### config.mk
export PLATFORM = sky130hd
export DESIGN_NAME = oled_source_switcher
export DESIGN_NICKNAME = d
export VERILOG_FILES = /design/src/rtl/oled_source_switcher.sv
export SDC_FILE = /design/constraint.sdc
export NUM_CORES = 1
export LEC_CHECK = 0
export ABC_CLOCK_PERIOD_IN_PS = 2200
export BUFFER_PORTS_ARGS = -buffer_cell sky130_fd_sc_hd__buf_2
export CORE_MARGIN = 2
export CORE_UTILIZATION = 35
export CTS_CLUSTER_DIAMETER = 150
export DETAILED_ROUTE_END_ITERATION = 10
export PLACE_DENSITY = 0.63
export SYNTH_ARGS = -nofsm -noshare
export SYNTH_HDL_FRONTEND = slang
export SYNTH_SLANG_ARGS = --single-unit
### constraint.sdc
create_clock -name clk -period 2.2 [get_ports clk]
set_input_delay 0.22 -clock clk [delete_from_list [all_inputs] [get_ports clk]]
set_output_delay 0.22 -clock clk [all_outputs]
set_load 0.05 [all_outputs]
### src/rtl/oled_source_switcher.sv
// Frame-aligned source switcher for the OLED pixel path: synchronizes the
// select switches and blanks for a set number of frames before showing a new source.
module oled_source_switcher #(
    parameter int unsigned BLANK_FRAMES = 2,
    parameter logic [15:0] BLANK_COLOR  = 16'h0000
) (
    input  logic        clk,
    input  logic        reset_n,
    input  logic [2:0]  sel_sw,
    input  logic        frame_begin,
    input  logic [15:0] src_a,
    input  logic [15:0] src_b,
    input  logic [15:0] src_d,
    output logic [15:0] pixel_data,
    output logic [1:0]  active_src,
    output logic        switching
);

    localparam logic [1:0] SRC_NONE = 2'd0;
    localparam logic [1:0] SRC_A    = 2'd1;
    localparam logic [1:0] SRC_B    = 2'd2;
    localparam logic [1:0] SRC_D    = 2'd3;
    localparam logic [3:0] BLANK_LAST = 4'(BLANK_FRAMES);

    typedef enum logic [1:0] {SHOW, WAIT_FRAME, BLANK} state_t;

    state_t      state_q, state_d;
    logic [2:0]  sync1_q, sync2_q;
    logic [1:0]  req;
    logic [1:0]  active_q, active_d;
    logic [1:0]  pending_q, pending_d;
    logic [3:0]  blank_cnt_q, blank_cnt_d;
    logic [3:0]  blank_cnt_inc;
    logic [15:0] pixel_q, pixel_d;
    logic        switching_q, switching_d;

    always_comb begin
        req = SRC_NONE;
        if (sync2_q[0])      req = SRC_A;
        else if (sync2_q[1]) req = SRC_B;
        else if (sync2_q[2]) req = SRC_D;
    end

    always_ff @(posedge clk or negedge reset_n) begin
        if (!reset_n) begin
            state_q     <= SHOW;
            sync1_q     <= '0;
            sync2_q     <= '0;
            active_q    <= SRC_NONE;
            pending_q   <= SRC_NONE;
            blank_cnt_q <= '0;
            pixel_q     <= BLANK_COLOR;
            switching_q <= 1'b0;
        end else begin
            state_q     <= state_d;
            sync1_q     <= sel_sw;
            sync2_q     <= sync1_q;
            active_q    <= active_d;
            pending_q   <= pending_d;
            blank_cnt_q <= blank_cnt_d;
            pixel_q     <= pixel_d;
            switching_q <= switching_d;
        end
    end

    assign blank_cnt_inc = blank_cnt_q + 4'd1;

    always_comb begin
        state_d     = state_q;
        active_d    = active_q;
        pending_d   = pending_q;
        blank_cnt_d = blank_cnt_q;
        case (state_q)
            SHOW: begin
                // A frame_begin coinciding with the change is deliberately ignored here
                if (req != active_q) begin
                    pending_d = req;
                    state_d   = WAIT_FRAME;
                end
            end
            WAIT_FRAME: begin
                if (req == active_q) begin
                    state_d = SHOW;
                end else begin
                    pending_d = req;
                    if (frame_begin) begin
                        blank_cnt_d = '0;
                        state_d     = BLANK;
                    end
                end
            end
            BLANK: begin
                pending_d = req;
                if (frame_begin) begin
                    blank_cnt_d = blank_cnt_inc;
                    if (blank_cnt_inc == BLANK_LAST) begin
                        active_d = pending_q;
                        state_d  = SHOW;
                    end
                end
            end
            default: state_d = SHOW;
        endcase
    end

    // Outputs are registered from the next state so they line up with active_src
    always_comb begin
        pixel_d     = BLANK_COLOR;
        switching_d = (state_d != SHOW);
        if (state_d != BLANK) begin
            case (active_d)
                SRC_A:   pixel_d = src_a;
                SRC_B:   pixel_d = src_b;
                SRC_D:   pixel_d = src_d;
                default: pixel_d = BLANK_COLOR;
            endcase
        end
    end

    assign pixel_data = pixel_q;
    assign active_src = active_q;
    assign switching  = switching_q;

endmodule

==> results of run 1 <==
[through the flow]
step	power (mW)	hold slack (ps)
6_report	3.17	5.15
5_1_grt	3.40	29.7
4_1_cts	3.21	27.3
3_5_place_dp	2.75	333
3_3_place_gp	2.73	328
2_1_floorplan	2.36	-75.6
[sequential cells by signal, indices dropped and copies added (netlist names)]
register / count
pixel_data: 16
blank_cnt_q: 4
sync1_q: 3
sync2_q: 3
active_src: 2
pending_q: 2
state_q: 2
switching: 1
[final cells by class]
type | instances | area [um2]
Tap cell | 72 | 90.1
Multi-Input combinational cell | 134 | 1130
Clock inverter | 2 | 10.0
Timing Repair Buffer | 81 | 428
Clock buffer | 6 | 72.6
Inverter | 4 | 15.0
Fill cell | 543 | 3000
Sequential cell | 33 | 826
[final timing paths]
kind | startpoint | to | slack [ps]
max in group asynchronous | reset_n | pending_q[0] | 1720
min in group clk | sel_sw[0] | sync1_q[0] | 40
worst min register to register | sync1_q[2] | sync2_q[2] | 350
worst min-delay path | reset_n | blank_cnt_q[1] | 5
worst max register to register | blank_cnt_q[0] | pixel_data[1] | 150
worst max-delay path | blank_cnt_q[0] | pixel_data[1] | 150
[placed cells by master, fill, tap and decap left out, types with 2 or more instances in the layout]
cell type / count
sky130_fd_sc_hd__a21oi_1: 2
sky130_fd_sc_hd__a22oi_1: 7
sky130_fd_sc_hd__a22oi_2: 9
sky130_fd_sc_hd__a2bb2oi_1: 2
sky130_fd_sc_hd__a31oi_1: 2
sky130_fd_sc_hd__buf_2: 72
sky130_fd_sc_hd__buf_4: 9
sky130_fd_sc_hd__clkbuf_8: 5
sky130_fd_sc_hd__clkinv_2: 2
sky130_fd_sc_hd__dfrtp_1: 33
sky130_fd_sc_hd__ha_1: 2
sky130_fd_sc_hd__inv_1: 4
sky130_fd_sc_hd__mux2i_1: 48
sky130_fd_sc_hd__nand2_1: 9
sky130_fd_sc_hd__nand2b_1: 3
sky130_fd_sc_hd__nor2_1: 18
sky130_fd_sc_hd__nor2b_1: 2
sky130_fd_sc_hd__o21ai_1: 5
sky130_fd_sc_hd__o22ai_1: 3
[cells by family (layout without fill, tap and decap cells)]
group	count (synthesis)	after routing	share of synthesized area, %
mux	53	53	27.4
xor+xnor	1	1	0.426
buf+inv	16	93	4.87
simple gates	39	39	9.13
compound gates	39	39	16.8
fa+ha+maj	2	2	1.22
flops	33	33	40.2
[layer usage]
metal	vias up	part of all wire, %
met5	-	0
met4	0	0.94
met3	4	6.9
met2	56	49
met1	815	43
li1	828	-
[power groups by stage]
stage / Clock (mW) / Sequential, mW / Combinational [mW]
after floorplan: 0 / 1.28 / 1.08
after global placement: 0 / 0.958 / 1.78
after detailed placement: 0 / 0.953 / 1.80
after CTS: 0.462 / 0.945 / 1.80
after global routing: 0.483 / 0.977 / 1.94
final: 0.440 / 0.945 / 1.78
==> metrics list, run 1 <==
- Run status: complete, no violations
- Residual overflow from global routing: 0
* Number of primary I/O pins: 73
- Sorting the synthesized cells by area gives the leading types as sky130_fd_sc_hd__dfrtp_1, sky130_fd_sc_hd__mux2i_1, sky130_fd_sc_hd__a22oi_2.
* Number of cells produced by synthesis: 183
* Met2 Track Usage GR: 23.3%
- Last weighted congestion value of the routability-driven placer: 0.815
- Biggest cell delay along the critical path: 460 ps
- In the routed layout, each cell is associated on average with a via count of 5.13.
- Number of logic stages on the critical path including buffering: 6
- The number of different library cells used by synthesis comes to 42.
- Across the run, the number of max-cap violations was 0.
- 1st-pass router iterations: 4
- Cells along the critical path: ha_1 -> xnor2_1 -> o211a_1 -> mux2_4 -> a22oi_1 -> nor2_1
* Row cnt: 27
* Post-Synthesis Net Count: 239
* Number of nets with antenna violations after detailed routing: 0
* Least-Margin Pin Slew: 750 ps
- Share of the yosys chip area belonging to registers: 40.2%
- Fmax: 488 MHz
* Minimum setup slack after placement: 178 ps
- Final WL: 4700 um
- Along the worst path, the maximum fanout reaches 17.
* Number of buffers inserted to repair setup after CTS: 0
* Most frequent cell after synthesis: sky130_fd_sc_hd__mux2i_1
- CP required: 2340 ps
- Data arrives at the worst endpoint at 2190 ps.
- Setup violations remaining at the end of the flow were counted as 0.
* Global routing usage summed across all routing layers: 15.2%
* Layer carrying the most global-route usage: met2
- DP HPWL: 3500 um
- Summing over every cut layer, the via total after detailed routing is 1703.
- Detail-routed net length per standard cell: 14.1 um
* Proportion of total power due to net switching: 46.4%
- Combinational Power Share: 56.3%
* Root cell of the clock tree: sky130_fd_sc_hd__clkbuf_8
- Synth Warn #: 0
* Total placed instance area: 2490 um2
- Clock-pin slew on the worst setup and hold paths: 70 ps
- Final design utilization: 46.1%
- Counting instances in the post-synthesis netlist gives the leading cell types as sky130_fd_sc_hd__mux2i_1, sky130_fd_sc_hd__dfrtp_1, sky130_fd_sc_hd__nor2_1.
- P per Cell Area: 1230 nW/um2
- The first global-routing pass estimated 7470 um of wire.
- Count of final max-slew check failures: 0
- TritonCTS clock tree: done
- R2R depth: 6
* Final Hold Violating Endpoints: 0
- The tree built by TritonCTS fans out to 33 sinks.
* IR drop worst, VDD: 0.438 mV
* Internal power: 1.70 mW
* Sum of negative setup slack: 0 ps
* Slowest cell on crit path: sky130_fd_sc_hd__dfrtp_1
- Net count reported at finish: 315
- Buffering stage count on the worst path with inverters included: 0
- STA classifies the critical path startpoint as a register.
- The tightest min-delay check is of the primary input to async pin type.
- After clock tree synthesis, the flow added hold-fix buffers numbering 0.
- Die area: 6500 um2
- Clock tree synthesis inserted a total of 5 buffers.
- The initial antenna violation count came to 0.
* Insertion delay of the later-clocked pin in the worst-skew pair: 280 ps
- Final Cycle Share: 93.1%
- Area share of the largest cell type after synthesis: 40.2%
- Initial cell density of the core: 36.9%
- Family with the most delay on the worst path: compound AO/OA/AOI/OAI gates
* Clock tree buffer depth: 2
- Yosys mapped a number of flops with a built-in enable equal to 0.
- For this run, design rule violations remaining after detail routing come to 0.
- Flop pwr share: 29.8%
* Number of storage elements in the synthesis netlist: 33
* Antenna diode count: 0
- The clock network burns 13.9% of the power.
- The detailed router finished its first iteration with 71 violations.
- Setup Crit Path Kind: register to register
* Share of final-layout standard cells stronger than drive strength 1: 40.0%
- The worst path meets setup with 153 ps of slack.
* Level count of the clock H-tree: 2
- Die Ht: 80.6 um
- Averaged over all synthesized cells, the footprint is 11.2 um2.
* Minimum clock period after layout: 2050 ps
* Design area: 2570 um2
- On the final layout, the worst clock skew is 5.63 ps.
* Area of the core: 5570 um2
- Top cell type by total area after synthesis: sky130_fd_sc_hd__dfrtp_1
- In this run, post-CTS repair resized a total of 0 instances.
- The die is 80.6 um wide.
- Met1 Resource Use GR: 20.1%
* I/O Buffers: 72
* Placed instance count: 324
* Top_reg_cell synth: sky130_fd_sc_hd__dfrtp_1
* Leakage: 1.26 nW
- Setup repair after global routing left no endpoint under its margin.
* Post-synth design cell area: 2060 um2
- For this design the total switching power over the nets is 1.47 mW.
* Cell Count, Final, Fillers Out: 332
* Synth-to-layout area growth: 25.1%
- Proportion of register bits with asynchronous set or reset after synthesis: 100%
- Largest net degree at the start of global routing: 34
* Via count of the first global-routing pass: 1585
- The worst pin sits at a relative slew slack of 50.0%.
* GRT met3 Usage: 5.06%
- STA classifies the critical path endpoint as a register.
(Power assumes the default switching activity.)
==> inputs of run 2 (changes only) <==
RECOVER_POWER = 50   (was not set)
==> metrics list, run 2 (synthesis gave the netlist of run 1 again) <==
- Run status: finished with violations
- The final reports fail on max-capacitance violations, max-slew violations.
* Minimum clock period after layout: 2050 ps
* Cells along the critical path: ha_1 -> xnor2_1 -> o211a_1 -> mux2_4 -> a22oi_1 -> nor2_1
* R2R depth: 6
- Initial antenna violation count: 0
- Synth-to-layout area growth: 24.8%
- 73 I/O pins were placed.
* Largest net degree at the start of global routing: 34
- In this run the standard cell core region covers 5570 um2.
* Critical Path AT: 2190 ps
- MaxCap Viol Count: 1
- Total power for the finished layout comes to 3.16 mW.
- Number of nets with antenna violations after detailed routing: 0
* Destination of the critical timing path: pixel_data[1]
- The first global-routing pass estimated 7470 um of wire.
- Least-Margin Pin Slew: 1790 ps
* Die area: 6500 um2
* Clk sinks: 33
* IR drop worst, VDD: 0.438 mV
- Prior to clock tree synthesis, the placed netlist has a worst setup slack of 178 ps.
- Peak fanout along the critical path: 17
- The library cell used most frequently in the layout, excluding fill and tap cells, is sky130_fd_sc_hd__buf_2.
- TritonCTS clock tree: done
- Number of setup violations in the final report: 0
* Fmax: 488 MHz
- Root cell of the clock tree: sky130_fd_sc_hd__clkbuf_8
- Final Hold Slack: 42.6 ps
* Buffering stage count on the worst path with inverters included: 0
- I/O Buffers: 72
- Leakage: 1.25 nW
- Counting buffers and inverters, the worst setup path is 6 cells deep.
- The cell family contributing the most delay on the critical path is compound AO/OA/AOI/OAI gates.
- Routed via count: 1701
- Hold buffer count at cts: 0
* Vias per inst: 5.12
- STA classifies the critical path endpoint as a register.
- For this run, the detailed router's first-pass iteration total came to 4.
- The count of endpoints failing hold in the final timing report was 0.
- After routing, the total negative slack on setup checks comes to 0 ps.
- The H-tree was split into 2 levels.
* Source of the worst register-to-register timing path: blank_cnt_q[0]
- Routability-driven placement finished with a final weighted congestion of 0.815.
- Fillers: 547
* Slowest cell on crit path: sky130_fd_sc_hd__dfrtp_1
- Global routing usage summed across all routing layers: 15.2%
- Flip-flop count of the largest register after layout: 16
* Launching element of the worst setup path: blank_cnt_q[0]
- Total placed instance area: 2490 um2
* P per Cell Area: 1230 nW/um2
- Setup slack of the most critical reg-to-reg path: 150 ps
* Commonest cells after routing, fill and taps aside: sky130_fd_sc_hd__buf_2, sky130_fd_sc_hd__mux2i_1, sky130_fd_sc_hd__dfrtp_1
- Setup repair after global routing left no endpoint under its margin.
* Insertion delay of the later-clocked pin in the worst-skew pair: 280 ps
* Hold Crit Class: primary input to register
- Clock tree buffer depth: 2
- Clock-pin slew on the worst setup and hold paths: 70 ps
- Once the clock tree was built, the setup fixing pass inserted 0 buffers.
- Antenna diode count: 0
- Final Cycle Share: 93.1%
- In the final routed layout, each cell accounts on average for 14.2 um.
- DRC violations left: 0
- For this configuration, the core starts out at a cell density of 36.9%.
* CP required: 2340 ps
- Summed over all layers, the global routing overflow is 0.
- In this design, the stage delay of the slowest critical-path cell is 460 ps.
- Worst Skew: 5.63 ps
- Die W: 80.6 um
- Count of final max-slew check failures: 34
- DP HPWL: 3500 um
- Setup Crit Path Kind: register to register
* Number of buffers created by CTS: 5
- The via count of the first global-routing pass came to 1585.
- STA classifies the critical path startpoint as a register.
* Die Ht: 80.6 um
- Net count reported at finish: 315
- After layout, the worst setup slack is 153 ps.
* Starting DRC count in detailed routing: 71
- Worst reg2reg endpoint: pixel_data[1]
- Design area: 2570 um2
- Summed over all layers, the routed wires come to 4700 um.
- Share of final-layout standard cells stronger than drive strength 1: 38.5%
- Measured against its own limit, the worst slew margin works out to -19.4%.
- Cells resized by post-CTS repair: 0
* Row cnt: 27
==> run 2: area by class of cell <==
class | instances | area (um2) | area share, %
multi-input cells | 134 | 1130 | 44.0
inverters | 4 | 15.0 | 0.585
clock buffers | 6 | 72.6 | 2.83
repair buffers | 81 | 423 | 16.5
well taps | 72 | 90.1 | 3.51
flip-flops and latches | 33 | 826 | 32.2
clock inverters | 2 | 10.0 | 0.390
==> run 2: per-layer routing <==
layer  track usage, %  part of all wire, %
met1             20.1                   44
met2             23.3                   49
met3             5.06                  6.9
met4             5.08                 0.94
met5                0                    0
==> run 2: how the worst min path moves through the flow <==
| stage | endpoint | cells after the start | from |
|---|---|---|---|
| floorplan | active_src[0] | 0 | reset_n |
| global placement | blank_cnt_q[3] | 1 | reset_n |
| detailed placement | sync1_q[2] | 1 | sel_sw[2] |
| CTS | pending_q[1] | 1 | reset_n |
| global route | sync1_q[1] | 1 | sel_sw[1] |
| finish | sync1_q[0] | 1 | sel_sw[0] |
==> run 2: power by group <==
part	switching [mW]	internal, mW	total [mW]
sequential	0.154	0.791	0.946
combinational	1.09	0.683	1.78
clock	0.221	0.219	0.440
total	1.47	1.69	3.16
==> run 2: per-stage QoR <==
stage                     utilization [%]  instances
after detailed placement             44.6        324
final                                46.0        332
after CTS                            46.1        332
after floorplan                         -        183
after global routing                 46.0        332
after global placement               44.6        324
==> inputs of run 3 (changes only) <==
CELL_PAD_IN_SITES_DETAIL_PLACEMENT = 0   (was not set)
CELL_PAD_IN_SITES_GLOBAL_PLACEMENT = 2   (was not set)
CORE_UTILIZATION = 30   (was 35)
PLACE_DENSITY = 0.81   (was 0.63)
==> metrics list, run 3 (synthesis gave the netlist of run 1 again) <==
- Die area: 7530 um2
- STA puts the critical path data arrival time at 2190 ps.
- Clk sinks: 33
* Setup Crit Path Kind: register to register
- Share of final-layout standard cells stronger than drive strength 1: 39.2%
* Routed via count: 1672
* Synth-to-layout area growth: 28.3%
- Routed met3 length: 390 um
* Detailed-routed wire length on met2: 2160 um
- Met1 wire length: 2230 um
- Hold path cells: 1
- Entering global routing, the biggest net connects 34 pins.
- Starting DRC count in detailed routing: 44
- Number of primary I/O pins: 73
- Summing all multi-input logic gate instances after layout gives 1150 um2.
- In this run the standard cell core region covers 6720 um2.
* Most common library cell in the layout ignoring fill and taps: sky130_fd_sc_hd__buf_2
* Residual overflow from global routing: 0
- Sum of negative setup slack: 0 ps
- Worst Skew: 5.35 ps
* Launch instance of the worst min-delay path: sel_sw[0]
- Clock-pin slew on the worst setup and hold paths: 70 ps
- 1st-pass router iterations: 4
- TritonCTS built the clock tree.
- Clock tree buffer depth: 2
- Run status: finished with violations
* R2R depth: 6
- The congestion estimate from routability-driven global placement came to 0.782.
* Flop pwr share: 28.4%
- The setup check on the worst reg-to-reg path leaves a slack of 150 ps.
* Worst reg2reg endpoint: pixel_data[11]
- The top cell types in the final layout, fill and taps aside, are sky130_fd_sc_hd__buf_2, sky130_fd_sc_hd__mux2i_1, sky130_fd_sc_hd__dfrtp_1.
* Root cell of the clock tree: sky130_fd_sc_hd__clkbuf_8
* Antenna diode count: 0
- The clock reaches the later pin of the worst-skew pair after 280 ps.
* Source of the worst register-to-register timing path: blank_cnt_q[0]
- STA classifies the critical path startpoint as a register.
- Vias per inst: 4.92
- In this run the horizontal extent of the chip is 86.8 um.
* Combinational Power Share: 53.9%
* Hold Crit Class: primary input to register
* Design area: 2640 um2
- Part of the total power dissipated in the clock network: 17.7%
* Hold Path Sink: sync1_q[0]
- The max-slew violation count is 34.
- Power spread over the standard cell area amounts to 1270 nW/um2.
- Final Cycle Share: 93.2%
- In this run switching power makes up 44.6% of total power.
- The clock tree synthesis step divided the H-tree into 2 levels.
- IR drop worst, VDD: 0.379 mV
- Minimum clock period after layout: 2050 ps
* Flip-flop count of the largest register after layout: 16
- In the global route stage, overall resource usage came out at 13.6%.
* Type of destination of the critical path: register
* Net count reported at finish: 315
- Via count of the first global-routing pass: 1643
- Detail-routed net length per standard cell: 14.2 um
* Failing checks: max-capacitance violations, max-slew violations
- MaxCap Viol Count: 1
- Number of setup violations in the final report: 0
- Final Hold Violating Endpoints: 0
* Max Used Layer: met4
- Number of nets with antenna violations after detailed routing: 0
- Input and output buffers added on the ports amount to 72.
* RSZ-0062 raised after global routing: no
* Die Ht: 86.8 um
- DP HPWL: 3580 um
- Based on the critical path, the design can be clocked at up to 488 MHz.
- Fillers: 690
- Row cnt: 30
* Peak fanout along the critical path: 8
* Initial cell density of the core: 30.6%
- Total placed instance area: 2500 um2
- For this run, design rule violations remaining after detail routing come to 0.
* Least-Margin Pin Slew: 1760 ps
- First-pass GRT wire length: 7920 um
* Number of buffers created by CTS: 5
- Sequential cell area: 826 um2
* Final WL: 4840 um
- For the worst setup path, the data required time is 2340 ps.
* Switching power summed over all nets: 1.49 mW
- Leakage: 1.26 nW
- Initial antenna violation count: 0
* Rel. slew slack: -17.1%
- The internal power of the cells totals 1.85 mW.
==> run 3: worst max-delay path by stage <==
stage                    from              to  slack, ps  cells after the start
2_1_floorplan  blank_cnt_q[0]  pixel_data[10]        230                      8
3_3_place_gp   blank_cnt_q[0]   pixel_data[2]        180                      6
3_5_place_dp   blank_cnt_q[0]   pixel_data[3]        140                      6
4_1_cts        blank_cnt_q[0]   pixel_data[3]        110                      6
5_1_grt        blank_cnt_q[0]  pixel_data[12]         20                      6
6_report       blank_cnt_q[0]  pixel_data[11]        150                      6
==> run 3: final cells by class <==
cell class | instances | area share [%]
flip-flops and latches | 33 | 31.3
inverters | 4 | 0.569
well taps | 80 | 3.80
clock buffers | 6 | 3.13
clock inverters | 2 | 1.42
multi-input cells | 135 | 43.5
repair buffers | 80 | 16.2
==> run 3: what timing repair did <==
action | CTS | global route
resized for setup | 0 | 2
endpoints found under the setup margin | 0 | 7
hold buffers | 0 | 0
buffers inserted | 0 | 1
==> run 3: critical path: stages (launching register included) <==
cell	delay (ps)
sky130_fd_sc_hd__dfrtp_1	460
sky130_fd_sc_hd__ha_1	260
sky130_fd_sc_hd__xnor2_1	250
sky130_fd_sc_hd__o211a_4	260
sky130_fd_sc_hd__mux2_2	460
sky130_fd_sc_hd__a22oi_2	170
sky130_fd_sc_hd__nor2_1	50
==> run 3: power groups by stage <==
stage | Sequential, mW | Combinational [mW] | Clock (mW)
final | 0.949 | 1.80 | 0.591
after global placement | 0.953 | 1.80 | 0
after floorplan | 1.28 | 1.08 | 0
after detailed placement | 0.952 | 1.81 | 0
after CTS | 0.945 | 1.82 | 0.610
after global routing | 0.981 | 1.96 | 0.637
==> run 3: layer usage <==
layer  vias up  track usage [%]
met5         -                0
met4         0             3.84
met3         5             5.24
met2        51             20.8
met1       781             17.8
li1        835                -
==> run 3: metrics by stage <==
stage	worst slack (ps)	std cells	utilization [%]	hold slack, ps	power [mW]
floorplan	230	183	-	-75.6	2.36
global placement	185	330	37.2	332	2.75
detailed placement	135	330	37.2	332	2.76
CTS	109	338	38.9	28.0	3.37
global route	17.9	340	39.3	22.4	3.58
finish	150	340	39.3	40.6	3.34
